### src/rtl/uart_tx_parity.sv
// UART transmitter with an optional even-parity bit.
// A word accepted through the valid/ready handshake is sent LSB-first as a
// start bit, the data bits, an optional parity bit and one or two stop bits.
// Each bit lasts CLKS_PER_BIT clocks. Every output comes straight from a flop,
// so serial_out can drive the pad directly.
module uart_tx_parity #(
   parameter int INPUT_DATA_WIDTH = 8,
   parameter int CLKS_PER_BIT     = 16,
   parameter int PARITY_EN        = 1,
   parameter int STOP_BITS        = 1
) (
   input  logic                        clk,
   input  logic                        reset_n,
   input  logic [INPUT_DATA_WIDTH-1:0] tx_data,
   input  logic                        tx_valid,
   output logic                        tx_ready,
   output logic                        serial_out,
   output logic                        tx_busy,
   output logic                        is_parity_stage
);

   localparam int CW = (CLKS_PER_BIT > 1) ? $clog2(CLKS_PER_BIT) : 1;
   localparam int BW = (INPUT_DATA_WIDTH > 1) ? $clog2(INPUT_DATA_WIDTH) : 1;
   localparam logic [CW-1:0] BAUD_LAST = CW'(CLKS_PER_BIT - 1);
   localparam logic [BW-1:0] BIT_LAST  = BW'(INPUT_DATA_WIDTH - 1);
   localparam logic          STOP_LAST = (STOP_BITS == 2);

   typedef enum logic [2:0] {
      IDLE   = 3'd0,
      START  = 3'd1,
      DATA   = 3'd2,
      PARITY = 3'd3,
      STOP   = 3'd4
   } state_t;

   state_t                      state_q, state_d;
   logic [CW-1:0]               baud_q, baud_d;
   logic [BW-1:0]               bit_q, bit_d;
   logic [INPUT_DATA_WIDTH-1:0] shift_q, shift_d;
   logic                        parity_q, parity_d;
   logic                        stop_q, stop_d;
   logic                        serial_q, serial_d;
   logic                        ready_q, ready_d;
   logic                        busy_q, busy_d;
   logic                        par_stage_q, par_stage_d;
   logic                        bit_end;

   assign bit_end = (baud_q == BAUD_LAST);

   // State, counters and registered outputs.
   always_ff @(posedge clk or negedge reset_n) begin
      if (!reset_n) begin
         state_q     <= IDLE;
         baud_q      <= '0;
         bit_q       <= '0;
         shift_q     <= '0;
         parity_q    <= 1'b0;
         stop_q      <= 1'b0;
         serial_q    <= 1'b1;
         ready_q     <= 1'b1;
         busy_q      <= 1'b0;
         par_stage_q <= 1'b0;
      end else begin
         state_q     <= state_d;
         baud_q      <= baud_d;
         bit_q       <= bit_d;
         shift_q     <= shift_d;
         parity_q    <= parity_d;
         stop_q      <= stop_d;
         serial_q    <= serial_d;
         ready_q     <= ready_d;
         busy_q      <= busy_d;
         par_stage_q <= par_stage_d;
      end
   end

   // Next-state logic; outputs are decoded from the next state so the flops
   // present the new line level on the same edge the state changes.
   always_comb begin
      state_d  = state_q;
      baud_d   = bit_end ? '0 : baud_q + CW'(1);
      bit_d    = bit_q;
      shift_d  = shift_q;
      parity_d = parity_q;
      stop_d   = stop_q;

      case (state_q)
         IDLE: begin
            baud_d = '0;
            if (tx_valid && ready_q) begin
               shift_d  = tx_data;
               parity_d = ^tx_data;
               bit_d    = '0;
               state_d  = START;
            end
         end
         START: begin
            if (bit_end) begin
               bit_d   = '0;
               state_d = DATA;
            end
         end
         DATA: begin
            if (bit_end) begin
               shift_d = shift_q >> 1;
               if (bit_q == BIT_LAST) begin
                  stop_d  = 1'b0;
                  state_d = (PARITY_EN != 0) ? PARITY : STOP;
               end else begin
                  bit_d = bit_q + BW'(1);
               end
            end
         end
         PARITY: begin
            if (bit_end) begin
               stop_d  = 1'b0;
               state_d = STOP;
            end
         end
         STOP: begin
            if (bit_end) begin
               if (stop_q == STOP_LAST) begin
                  state_d = IDLE;
               end else begin
                  stop_d = 1'b1;
               end
            end
         end
         default: begin
            state_d = IDLE;
         end
      endcase

      serial_d    = 1'b1;
      ready_d     = (state_d == IDLE);
      busy_d      = (state_d != IDLE);
      par_stage_d = (state_d == PARITY);
      case (state_d)
         START:   serial_d = 1'b0;
         DATA:    serial_d = shift_d[0];
         PARITY:  serial_d = parity_d;
         default: serial_d = 1'b1;
      endcase
   end

   assign tx_ready        = ready_q;
   assign serial_out      = serial_q;
   assign tx_busy         = busy_q;
   assign is_parity_stage = par_stage_q;

endmodule
### config.mk
export PLATFORM = sky130hd
export DESIGN_NAME = uart_tx_parity
export DESIGN_NICKNAME = d
export VERILOG_FILES = /design/src/rtl/uart_tx_parity.sv
export SDC_FILE = /design/constraint.sdc
export NUM_CORES = 1
export LEC_CHECK = 0
export CAP_MARGIN = 5
export CORE_MARGIN = 5
export CORE_UTILIZATION = 47
export CTS_CLUSTER_SIZE = 14
export DETAILED_ROUTE_END_ITERATION = 7
export PLACE_DENSITY = 0.77
export SYNTH_ARGS = -nofsm -noshare
export SYNTH_HDL_FRONTEND = slang
export SYNTH_SLANG_ARGS = --single-unit
### constraint.sdc
create_clock -name clk -period 1.8 [get_ports clk]
set_clock_uncertainty 0.2 [all_clocks]
set_input_delay 0.54 -clock clk [delete_from_list [all_inputs] [get_ports clk]]
set_output_delay 0.54 -clock clk [all_outputs]
set_load 0.02 [all_outputs]
==> impl_summary.log, run 1 <==
INFO  metric status = complete, but fails checks
INFO  metric violations_in_the_final_reports = setup timing
INFO  metric max_stage_delay = 0.43 ns
INFO  metric yosysWarningCount = 0
INFO  metric critical_path_class = reg2reg
INFO  metric hpwlAfterDp = roughly 1800 um
INFO  metric syn_inst = 100
INFO  metric grt_setup_unrepaired = true
INFO  metric cp_slowest_cell = sky130_fd_sc_hd__dfrtp_1
INFO  metric fin_crit = 1.84 ns
INFO  metric areaGrowthSynthToFinish = 35.6%
INFO  metric clock_tree.htree_level_count = 1
INFO  metric final-setup-viol-count = 3
INFO  metric fin_crit_sh = 102%
INFO  metric final_net_count = 153
INFO  metric number_of_antenna_violations_at_the_first_check_in_global_routing = 0
INFO  metric worst_setup_path_startpoint = baud_q[0]$_DFF_PN0_
INFO  metric async_reset_ff_share = between 90% and 100%
INFO  metric drt.antenna.violating_nets = 0
INFO  metric grt_pass1_wl = 4400 um
INFO  metric power = 2.11 mW
INFO  metric worst-endpoint-required = 1.80 ns
INFO  metric type_of_the_most_critical_hold_path = reg2reg
INFO  metric place_congestion = 0.847
INFO  metric p_leak = just over 0.7 nW
INFO  metric drt-vias-per-instance = 5.42
INFO  metric tns = -0.0853 ns
INFO  metric die_footprint = 3630 um^2
INFO  metric number_of_nets_in_the_synthesized_netlist = between 100 and 150
INFO  metric core_area = around 2500 um^2
INFO  metric final_layout_size_suffix_gt1_share = between 30% and 40%
INFO  metric drt_pre_antenna_iters = 4
INFO  metric cp.arrival = about 1.8 ns
INFO  metric critical-path-top-delay-family = simple AND/OR/NAND/NOR gates
INFO  metric synth_edf_count = 0
INFO  metric avg_synthesized_cell_area = between 10 and 15 um^2
INFO  metric irDropWorstVdd = just under 0.0008 V
INFO  metric worst_relative_slew_slack = between 70% and 80%
INFO  metric number_of_clock_buffers_inserted_by_tritoncts = 3
INFO  metric netlist_area = approximately 1200 um^2
INFO  metric timing.critical_path.to_type = flop
INFO  metric max-cap-violations = 0
INFO  metric final_critical_path_setup_slack = -0.0445 ns
INFO  metric hold_buffers = 0
INFO  metric num_rows = 18
INFO  metric clkTransAtPathRegs = 0.13 ns
INFO  metric tightestPinTransition = approximately 0.32 ns
INFO  metric finalHoldViolCount = 0
INFO  metric pin_count = 15
INFO  metric initial_utilization = roughly half
INFO  metric drc = 0
INFO  metric drtIter0Drc = 14
INFO  metric final-max-slew-violation-count = 0
INFO  metric insertedDiodeCount = 0
INFO  metric io_buffer_count = 14
INFO  metric die_x = about 60 um
INFO  metric power_density = around 1300 nW/um^2
INFO  metric synth_ff_type = sky130_fd_sc_hd__dfrtp_1
INFO  metric tritoncts = built
INFO  metric groute.usage.overall = approximately 16%
INFO  metric overflow = 0
INFO  metric crit-reg2reg-launch = baud_q[0]$_DFF_PN0_
INFO  metric yosys.cell_types.count = 38
INFO  metric cts-root-buf = sky130_fd_sc_hd__clkbuf_4
INFO  metric cp_cell_sequence = ha_4 > and3_4 > a311oi_4 > nor3_4 > or3_1
INFO  metric achievable-frequency = roughly 540 MHz
INFO  metric detail_route.wirelength = about 2500 um
INFO  metric start_point_of_the_worst_hold_path = shift_q[1]$_DFFE_PN0P_
INFO  metric fin_hold_ws = between 0.2 and 0.3 ns
INFO  metric ys_seq_area_share = just under 50%
INFO  metric cts_sinks = 23
INFO  metric post_drt_wl_per_cell = between 15 and 20 um
INFO  metric timing.critical_path.from_type = flop
INFO  metric critical_path.n_buffers_inverters = 0
INFO  metric grt_pass1_vias = 985
INFO  metric cts_max_path_buffers = 2
INFO  metric synth_seq_cells = 23
INFO  metric worstSkewPairLatency = 0.31 ns
INFO  metric grt_start_max_net_pins = 24
INFO  metric die_h = between 60 and 70 um
INFO  metric crit_fanout = 4
INFO  metric vias = 910
## repair_timing
item,CTS,global route
pin swaps,4,0
gates resized for setup,22,3
endpoints found under the setup margin,16,11
setup buffers,2,1
gates cloned,0,0
## layer usage
metal | GRT usage, % | wire length (um)
met4 | 6.96 | 31
met1 | 20.2 | 1050
met5 | 0 | 0
met2 | 27.6 | 1360
met3 | 3.24 | 100
## final timing paths
check | to | cells past startpoint | slack (ns)
worst min-delay path | shift_q[1]$_DFFE_PN0P_ | 1 | 0.30
worst max register to register | tx_busy$_DFF_PN0_ | 5 | -0.04
worst max-delay path | tx_busy$_DFF_PN0_ | 5 | -0.04
worst min register to register | shift_q[1]$_DFFE_PN0P_ | 1 | 0.30
max in group asynchronous | tx_ready$_DFF_PN1_ | 2 | 0.81
min in group asynchronous | baud_q[2]$_DFF_PN0_ | 2 | 0.37
## Yosys cell counts, drive strengths merged, types with 3 or more instances
| master | count | area, um^2 |
|---|---|---|
| xnor2 | 8 | 70.1 |
| ha | 3 | 37.5 |
| a21o | 6 | 45.0 |
| a21oi | 3 | 15.0 |
| nor3 | 5 | 30.0 |
| buf | 4 | 38.8 |
| or3 | 3 | 23.8 |
| a22o | 9 | 78.8 |
| dfrtp | 21 | 526 |
| nor2 | 7 | 33.8 |
| nand3 | 4 | 25.0 |
## per-stage QoR
step	util [%]	setup WS, ns	cell area (um^2)	instances
after floorplan	-	0.00132	1200	100
after global placement	61.3	-0.393	1510	161
final	65.6	-0.0445	1610	168
after global routing	65.6	-0.108	1610	168
after CTS	64.6	-0.0205	1590	167
after detailed placement	61.3	-0.427	1510	161
## registers in the layout, indices dropped and copies added, names as in the netlist
signal	flops
serial_out	1
bit_q	3
is_parity_stage	1
baud_q	4
tx_busy	1
tx_ready	1
state_q	3
parity_q	1
shift_q	8
## power breakdown
part           leakage [nW]  switching [mW]  internal (mW)
Clock                0.0177           0.153         0.0828
Combinational         0.420           0.448          0.548
Sequential            0.283           0.148          0.735
Total                 0.721           0.748           1.37
## cell type report
class | count | area [um^2]
tap | 30 | 37.5
timing repair buffer | 38 | 325
clock inverter | 1 | 5.00
clock buffer | 3 | 22.5
multi-input combinational | 71 | 636
sequential | 23 | 578
fill | 207 | 843
inverter | 2 | 7.51
## worst register-to-register path, stage by stage, from the launching register on
cell and delay (ns):
sky130_fd_sc_hd__dfrtp_1 0.43, sky130_fd_sc_hd__ha_4 0.19, sky130_fd_sc_hd__and3_4 0.20, sky130_fd_sc_hd__a311oi_4 0.30, sky130_fd_sc_hd__nor3_4 0.10, sky130_fd_sc_hd__or3_1 0.32
## cells in the final DEF (no fill, tap or decap), drive strengths merged, types with 2 or more instances in the layout
master	instances
a21o	6
a21oi	3
a22o	9
buf	26
clkbuf	3
clkdlybuf4s50	9
dfrtp	21
dfstp	2
dlygate4sd2	3
ha	3
inv	2
mux2	2
nand3	4
nand4	2
nor2	7
nor3	5
o21a	2
o21ai	2
or3	3
xnor2	8
## kinds of logic after synthesis
| group | count (synthesis) | share of synthesized area (%) |
|---|---|---|
| simple gates | 32 | 17.6 |
| xor+xnor | 8 | 5.89 |
| fa+ha+maj | 3 | 3.16 |
| compound gates | 25 | 17.1 |
| flops | 23 | 48.6 |
| buf+inv | 6 | 3.89 |
| mux | 3 | 3.79 |
(Power assumes the default switching activity.)
==> inputs of run 2 (changes only) <==
Settings changed: CORE_ASPECT_RATIO from default to 0.5, CORE_UTILIZATION 47 to 25, PLACE_DENSITY 0.77 to 0.49, SLEW_MARGIN from default to 20.
==> run 2 against run 1 <==
The run still ends with setup timing left. Clock power rose by 37%. Final cell count increased by 27%. Combinational power increased by 5%. Register-to-register slack better by 0.02 ns. Flip-flop and latch count unchanged. Core utilization is 27 points lower. Die area grew 74%. Sequential power up 1%. Largest cell class unchanged. Largest power group unchanged. Critical path depth unchanged.
==> impl_summary.log, run 2 (synthesis gave the netlist of run 1 again) <==
INFO  metric irDropWorstVdd = 0.000339 V
INFO  metric grt_setup_unrepaired = true
INFO  metric drtIter0Drc = 34
INFO  metric tritoncts = built
INFO  metric crit_fanout = 4
INFO  metric max_stage_delay = 0.42 ns
INFO  metric die_x = between 100 and 150 um
INFO  metric r2r.worst_path.cells = 5
INFO  metric overflow = 0
INFO  metric initial_utilization = between 20% and 30%
INFO  metric drt_pre_antenna_iters = 4
INFO  metric power = roughly 2.3 mW
INFO  metric drc = 0
INFO  metric areaGrowthSynthToFinish = 46.8%
INFO  metric cp_num_cells = 5
INFO  metric cp_slowest_cell = sky130_fd_sc_hd__dfrtp_1
INFO  metric die_h = a little under 60 um
INFO  metric grt_start_max_net_pins = 24
INFO  metric cp.arrival = roughly 1.8 ns
INFO  metric clkTransAtPathRegs = ~0.080 ns
INFO  metric final_critical_path_setup_slack = -0.0247 ns
INFO  metric critical_path_class = reg2reg
INFO  metric timing.hold.worst_path_depth = 1
INFO  metric max-cap-violations = 0
INFO  metric reg_top3 = shift_q x8, baud_q x4
INFO  metric cts_max_path_buffers = 2
INFO  metric timing.hold.worst_endpoint = shift_q[4]$_DFFE_PN0P_
INFO  metric fin_hold_ws = 0.282 ns
INFO  metric clock_tree.htree_level_count = 1
INFO  metric timing.critical_path.to_type = flop
INFO  metric grt_pass1_vias = 1005
INFO  metric tightestPinTransition = around 0.34 ns
INFO  metric achievable-frequency = approximately 550 MHz
INFO  metric crit-reg2reg-launch = baud_q[1]$_DFF_PN0_
INFO  metric post_drt_wl_per_cell = 12.7 um
INFO  metric die_footprint = roughly 6300 um^2
INFO  metric ff2ff_setup_slack = -0.02 ns
INFO  metric registers.top_by_ff_count = shift_q
INFO  metric final-setup-viol-count = 3
INFO  metric final_layout_size_suffix_gt1_share = 39.9%
INFO  metric r2r_end = tx_busy$_DFF_PN0_
INFO  metric worst-endpoint-required = around 1.8 ns
INFO  metric num_rows = 17
INFO  metric number_of_antenna_violations_at_the_first_check_in_global_routing = 0
INFO  metric pin_count = 15
INFO  metric groute.usage.overall = about 9.3%
INFO  metric critical-path-top-delay-family = simple AND/OR/NAND/NOR gates
INFO  metric drt-vias-per-instance = between 4 and 5
INFO  metric worstSkewPairLatency = roughly 0.27 ns
INFO  metric finalHoldViolCount = 0
INFO  metric detail_route.wirelength = between 2000 and 3000 um
INFO  metric core_area = approximately 4500 um^2
INFO  metric preCtsSetupSlack = -0.433 ns
INFO  metric worst_relative_slew_slack = roughly 77%
INFO  metric critical_path.n_buffers_inverters = 0
INFO  metric power_density = around 1300 nW/um^2
INFO  metric p_leak = 0.775 nW
INFO  metric insertedDiodeCount = 0
INFO  metric final-max-slew-violation-count = 0
INFO  metric final_common_cell = sky130_fd_sc_hd__buf_4
INFO  metric timing.critical_path.from_type = flop
INFO  metric cp_cell_sequence = ha_4 > and3_4 > a311oi_4 > nor3_2 > or3_1
INFO  metric cts_sinks = 23
INFO  metric tns = -0.0573 ns
INFO  metric largest_register_ffs = 8
INFO  metric layout.cells.most_common_list = sky130_fd_sc_hd__buf_4, sky130_fd_sc_hd__dfrtp_1, sky130_fd_sc_hd__a22o_1, sky130_fd_sc_hd__clkdlybuf4s50_1, sky130_fd_sc_hd__xnor2_1
INFO  metric drt.antenna.violating_nets = 0
INFO  metric vias = roughly 960
INFO  metric grt_pass1_wl = 4650 um
INFO  metric cts-root-buf = sky130_fd_sc_hd__clkbuf_8
INFO  metric hpwlAfterDp = 2020 um
INFO  metric status = complete, but fails checks
INFO  metric fin_crit = about 1.8 ns
INFO  metric io_buffer_count = 14
INFO  metric place_congestion = between 0.7 and 0.8
INFO  metric final_net_count = roughly 160
INFO  metric violations_in_the_final_reports = setup timing
INFO  metric type_of_the_most_critical_hold_path = reg2reg
INFO  metric number_of_clock_buffers_inserted_by_tritoncts = 3
INFO  metric start_point_of_the_worst_hold_path = shift_q[4]$_DFFE_PN0P_
INFO  metric fin_crit_sh = 101%
## run 2: cell count changes in the layout (fill, tap and decap cells not counted), sizes merged
cell / previous run / this run
buf: 26 / 35
clkbuf: 3 / 5
clkinv: 1 / 0
## run 2: how the worst max path moves through the flow
stage,end,start,slack (ns)
floorplan,bit_q[0]$_DFFE_PN0P_,bit_q[0]$_DFFE_PN0P_,0.001
global placement,tx_busy$_DFF_PN0_,tx_valid,-0.38
detailed placement,tx_busy$_DFF_PN0_,tx_valid,-0.43
CTS,serial_out$_DFF_PN1_,tx_ready$_DFF_PN1_,-0.05
global route,bit_q[0]$_DFFE_PN0P_,tx_ready$_DFF_PN1_,-0.08
finish,tx_busy$_DFF_PN0_,baud_q[1]$_DFF_PN0_,-0.02
## run 2: report_power, final
group / internal, mW / switching, mW
combinational: 0.598 / 0.454
clock: 0.158 / 0.166
sequential: 0.738 / 0.155
## run 2: through the flow
stage	instances	area, um^2	util [%]
6_report	214	1750	38.9
5_1_grt	214	1750	38.9
4_1_cts	214	1740	38.7
3_5_place_dp	206	1630	36.3
3_3_place_gp	206	1630	36.3
2_1_floorplan	100	1200	-
## run 2: final cells by class
class	count	area (um^2)
clock buffers	4	45.0
repair buffers	48	407
multi-input cells	71	624
flip-flops and latches	23	579
fillers	455	2740
well taps	66	82.6
inverters	2	7.51
## run 2: repair_timing
action                     CTS  global route
setup endpoints to repair   16            14
buffers inserted             4             0
hold buffers                 0             0
pin swaps                    6             3
resized for setup           15             6
## run 2: routing by layer
metal	global-route usage (%)	vias to the layer above	routed length, um
met3	2.19	3	126
met4	3.24	0	25
li1	-	463	-
met5	0	-	0
met1	11.2	468	1260
met2	16.4	22	1310
==> inputs of run 3 (changes only) <==
Settings changed: CTS_CLUSTER_DIAMETER from default to 40.
==> results of run 3 <==
The final DEF is identical to that of run 2; final timing and power are the same.
